[config.mk]
export PLATFORM = sky130hd
export DESIGN_NAME = uart_rx
export DESIGN_NICKNAME = d
export VERILOG_FILES = /design/src/rtl/uart_rx.sv
export SDC_FILE = /design/constraint.sdc
export NUM_CORES = 1
export LEC_CHECK = 0
export CELL_PAD_IN_SITES_DETAIL_PLACEMENT = 1
export CELL_PAD_IN_SITES_GLOBAL_PLACEMENT = 2
export CORE_MARGIN = 4
export CORE_UTILIZATION = 39
export DETAILED_ROUTE_END_ITERATION = 10
export PLACE_DENSITY_LB_ADDON = 0.1
export SLEW_MARGIN = 5
export SYNTH_ARGS = -nofsm -noshare
export SYNTH_HDL_FRONTEND = slang
export SYNTH_SLANG_ARGS = --single-unit
[constraint.sdc]
create_clock -name clk -period 2.7 [get_ports clk]
set_clock_uncertainty 0.1 [all_clocks]
set_input_delay 0.405 -clock clk [delete_from_list [all_inputs] [get_ports clk]]
set_output_delay 0.405 -clock clk [all_outputs]
set_load 0.005 [all_outputs]
[src/rtl/uart_rx.sv]
`default_nettype none
// +------------------------------------------------------------------------+
// | uart_rx : 16x oversampled serial receiver, LSB-first, 1 start/1 stop   |
// | Rev 1.0 : initial release                                              |
// +------------------------------------------------------------------------+
module uart_rx #(
   parameter int DBIT    = 8,
   parameter int SB_TICK = 16,
   parameter int DVSR    = 326,
   parameter int DVSR_W  = 9
) (
   input  logic            clk,
   input  logic            reset_n,
   input  logic            rx,
   output logic [DBIT-1:0] rx_dout,
   output logic            rx_done_tick,
   output logic            frame_err,
   output logic            rx_busy
);
   localparam int S_W = (SB_TICK > 16) ? 5 : 4;
   localparam int N_W = (DBIT > 1) ? $clog2(DBIT) : 1;
   localparam logic [DVSR_W-1:0] TICK_LAST   = DVSR_W'(DVSR - 1);
   localparam logic [S_W-1:0]    S_MID       = S_W'(7);
   localparam logic [S_W-1:0]    S_BIT_LAST  = S_W'(15);
   localparam logic [S_W-1:0]    S_STOP_LAST = S_W'(SB_TICK - 1);
   localparam logic [N_W-1:0]    N_LAST      = N_W'(DBIT - 1);

   typedef enum logic [1:0] {
      ST_IDLE  = 2'd0,
      ST_START = 2'd1,
      ST_DATA  = 2'd2,
      ST_STOP  = 2'd3
   } state_t;

   logic              rx_meta, rx_s;
   logic [DVSR_W-1:0] tick_cnt;
   logic              s_tick;
   state_t            state_reg, state_next;
   logic [S_W-1:0]    s_reg, s_next;
   logic [N_W-1:0]    n_reg, n_next;
   logic [DBIT-1:0]   b_reg, b_next;
   logic [DBIT-1:0]   dout_next;
   logic              done_next, ferr_next;

   always_ff @(posedge clk) begin
      if (!reset_n) begin
         rx_meta  <= 1'b1;
         rx_s     <= 1'b1;
         tick_cnt <= '0;
         s_tick   <= 1'b0;
      end else begin
         rx_meta  <= rx;
         rx_s     <= rx_meta;
         tick_cnt <= (tick_cnt == TICK_LAST) ? '0 : tick_cnt + DVSR_W'(1);
         s_tick   <= (tick_cnt == TICK_LAST);
      end
   end

   always_ff @(posedge clk) begin
      if (!reset_n) begin
         state_reg    <= ST_IDLE;
         s_reg        <= '0;
         n_reg        <= '0;
         b_reg        <= '0;
         rx_dout      <= '0;
         rx_done_tick <= 1'b0;
         frame_err    <= 1'b0;
         rx_busy      <= 1'b0;
      end else begin
         state_reg    <= state_next;
         s_reg        <= s_next;
         n_reg        <= n_next;
         b_reg        <= b_next;
         rx_dout      <= dout_next;
         rx_done_tick <= done_next;
         frame_err    <= ferr_next;
         rx_busy      <= (state_next != ST_IDLE);
      end
   end

   always_comb begin
      state_next = state_reg;
      s_next     = s_reg;
      n_next     = n_reg;
      b_next     = b_reg;
      dout_next  = rx_dout;
      done_next  = 1'b0;
      ferr_next  = frame_err;
      case (state_reg)
         // Falling-edge detection is ungated so a break re-arms immediately.
         ST_IDLE: begin
            if (!rx_s) begin
               s_next     = '0;
               state_next = ST_START;
            end
         end
         ST_START: begin
            if (s_tick) begin
               if (s_reg == S_MID) begin
                  if (!rx_s) begin
                     s_next     = '0;
                     n_next     = '0;
                     state_next = ST_DATA;
                  end else begin
                     state_next = ST_IDLE;
                  end
               end else begin
                  s_next = s_reg + S_W'(1);
               end
            end
         end
         ST_DATA: begin
            if (s_tick) begin
               if (s_reg == S_BIT_LAST) begin
                  s_next = '0;
                  b_next = {rx_s, b_reg[DBIT-1:1]};
                  if (n_reg == N_LAST) begin
                     state_next = ST_STOP;
                  end else begin
                     n_next = n_reg + N_W'(1);
                  end
               end else begin
                  s_next = s_reg + S_W'(1);
               end
            end
         end
         ST_STOP: begin
            if (s_tick) begin
               if (s_reg == S_STOP_LAST) begin
                  done_next  = 1'b1;
                  dout_next  = b_reg;
                  ferr_next  = ~rx_s;
                  state_next = ST_IDLE;
               end else begin
                  s_next = s_reg + S_W'(1);
               end
            end
         end
         default: state_next = ST_IDLE;
      endcase
   end
endmodule
`default_nettype wire

==> summary.md <==
| Metric | Value |
|---|---|
| Layout Cells excl Fill | `roughly 240` |
| First-pass GRT wire length | `between 5000 and 6000 µm` |
| Fin crit period | `1.92 ns` |
| Hold Startpoint | `rx_meta$_SDFF_PN1_` |
| Postcts setup bufs | `0` |
| Starting Density | `between 40% and 50%` |
| Final Hold Viols | `0` |
| DRC | `0` |
| Iter 0 DRT Violations | `70` |
| Worst-case clock buffer depth | `2` |
| Setup TNS | `0 ns` |
| Placed Cells | `236` |
| Sink Count | `40` |
| Die W | `~75 µm` |
| Slew Viols, Final | `0` |
| Max reg flops | `9` |
| Diodes inserted | `0` |
| Fin crit share | `71.3%` |
| Yosys reg bits | `40` |
| Worst Hold End | `rx_s$_SDFF_PN1_` |
| CTS tree | `done` |
| Status | `finished, final reports clean` |
| Synth Area per Inst | `9.89 µm²` |
| Area Growth Syn to Fin | `15.6%` |
| Post-synth ARST share | `0%` |
| RSZ-0062 raised after global routing | `false` |
| I/O pin cnt | `14` |
| All-Layer GR Usage | `between 10% and 20%` |
| Setup CP Type | `reg2reg` |
| FF-to-FF setup slack | `0.78 ns` |
| Critical Path End Type | `flop` |
| Largest net degree at the start of global routing | `19` |
| Startpoint types | `flop` |
| Count of cell types in the netlist | `42` |
| Worst r2r dst | `b_reg[6]$_SDFFE_PN0P_` |
| Mapped Cells | `roughly 180` |
| Relative slew slack | `44.1%` |
| Ratio of cells with drive above 1 in the final layout | `7.29%` |
| Number of flops mapped to enable cells by yosys | `0` |
| CTS Hold Bufs | `0` |
| IO Port Bufs | `13` |
| Die ar. | `5650 µm²` |
| Cell Area, Synth | `1760 µm²` |
| CP Max Fanout | `8` |
| Total CTS buffers | `5` |
| Vias | `1,306` |
| Initial antenna violation count | `0` |
| Worst Path Required | `2.79 ns` |
| Root buffer selected by CTS | `clkbuf_8` |
| Vias/cell | `5.35` |
| Slew @ Worst Pin | `0.829 ns` |
| CTS resizes | `0` |
| Vias in the first global route | `1,289` |
| Leak | `around 0.73 nW` |
| Average wire per standard cell | `roughly 14 µm` |
| Total nets after synthesis | `between 150 and 200` |
| Hpwl dp | `2500 µm` |
| Sequential fraction of the synthesis area | `45.5%` |
| Nets | `between 150 and 200` |
| Chip height | `75.2 µm` |
| Clk pin slew, worst setup/hold paths | `around 0.07 ns` |
| Synth Warn # | `0` |
| Rows | `24` |
| Worst hold-check path type | `reg2reg` |
| FF-to-FF Start | `s_reg[0]$_SDFFE_PN0P_` |
| Final Wtd Congestion | `0.811` |
| Max Cap Violations | `0` |
| H-Tree Depth | `2` |
| R2R depth | `5` |
| Routed WL | `3480 µm` |
| CORE AREA | `4350 µm²` |
| Pwr Density | `approximately 550 nW/µm²` |
| Worst EP arrival | `approximately 2.0 ns` |
| Peak supply drop | `0.247 mV` |
| Final Setup Violations | `0` |
| Hold Crit Depth | `1` |
| Routed Antenna Nets | `0` |
| First drt pass iteration count | `4` |
| Clock latency on the worst-skew pair | `slightly below 0.3 ns` |
| Gr ovfl total | `0` |
| Top FF cell, synth | `dfxtp_1` |
| F_max | `around 0.52 GHz` |
[per-stage QoR]
step | setup WS (ns) | instance area (µm²) | hold slack (ns) | power (mW) | util [%]
finish | 0.776 | 2040 | 0.303 | 1.12 | 46.8
global route | 0.625 | 2040 | 0.329 | 1.17 | 46.8
CTS | 0.765 | 2040 | 0.305 | 1.14 | 46.8
detailed placement | 0.770 | 1930 | 0.316 | 0.658 | 44.3
global placement | 0.798 | 1930 | 0.297 | 0.656 | 44.3
floorplan | 1.04 | 1760 | 0.286 | 0.645 | -
[cells by family (layout without fill, tap and decap cells)]
kind of cell	count (synthesis)	after routing	share of synthesized area, %
fa+ha+maj	5	5	3.55
compound gates	16	16	6.97
simple gates	77	77	25.6
flops	40	40	45.5
xor+xnor	8	8	3.98
buf+inv	12	26	3.06
mux	20	20	11.4
[worst max path at each step]
| stage | from | end | slack, ns | cells past startpoint |
|---|---|---|---|---|
| finish | s_reg[0]$_SDFFE_PN0P_ | b_reg[6]$_SDFFE_PN0P_ | 0.78 | 5 |
| CTS | s_reg[0]$_SDFFE_PN0P_ | b_reg[6]$_SDFFE_PN0P_ | 0.77 | 5 |
| floorplan | s_reg[0]$_SDFFE_PN0P_ | b_reg[0]$_SDFFE_PN0P_ | 1.04 | 5 |
| detailed placement | reset_n | s_reg[2]$_SDFFE_PN0P_ | 0.77 | 5 |
| global placement | reset_n | s_reg[2]$_SDFFE_PN0P_ | 0.80 | 5 |
| global route | s_reg[0]$_SDFFE_PN0P_ | b_reg[3]$_SDFFE_PN0P_ | 0.63 | 5 |
[per-layer routing]
layer	vias up	track usage, %	part of all wire, %
met5	-	0	0
met2	14	21.9	48
li1	646	-	-
met4	0	6.41	2.0
met3	7	4.94	4.1
met1	639	16.4	46
[cell usage after synthesis (2+ instances only)]
cell,count,area (µm²)
a31oi_1,2,12.5
and2_1,2,12.5
and3_1,5,31.3
buf_2,3,15.0
clkbuf_1,4,15.0
dfxtp_1,40,801
ha_1,5,62.6
inv_1,3,11.3
mux2i_1,20,200
nand2_1,9,33.8
nand2b_1,4,25.0
nand3_1,8,40.0
nand3b_1,2,15.0
nand4_1,4,25.0
nand4b_1,2,17.5
nor2_1,11,41.3
nor2b_1,17,106
nor3_1,4,20.0
o21ai_0,3,15.0
o2bb2ai_1,2,17.5
xor2_1,7,61.3
[worst max-delay path: stages, from the launching register on]
cell     delay (ns)
dfxtp_1        0.39
ha_1           0.31
nand3_1        0.19
nor3_4         0.50
mux2i_1        0.25
nor2b_1        0.07
[where the power goes]
group / switching [mW] / internal (mW) / total (mW)
Clock: 0.203 / 0.274 / 0.477
Sequential: 0.0101 / 0.596 / 0.606
Combinational: 0.0178 / 0.0191 / 0.0369
[layout by cell type (no fill, tap or decap), types with 5 or more instances in the layout]
cell             synthesis  layout
and3_1                   5       5
ha_1                     5       5
nand2_1                  9       9
dfxtp_1                 40      40
nor2_1                  11      11
clkdlybuf4s50_1          0      13
mux2i_1                 20      20
nor2b_1                 17      17
clkbuf_8                 0       5
xor2_1                   7       7
nand3_1                  8       8
[layout make-up]
type,instances,area (µm²)
Inverter,3,11.3
Tap cell,52,65.1
Timing Repair Buffer,15,145
Clock inverter,2,35.0
Clock buffer,6,72.6
Multi-Input combinational cell,126,906
Fill cell,502,2320
Sequential cell,40,801
Note: power is estimated with default switching activity, not from simulation.
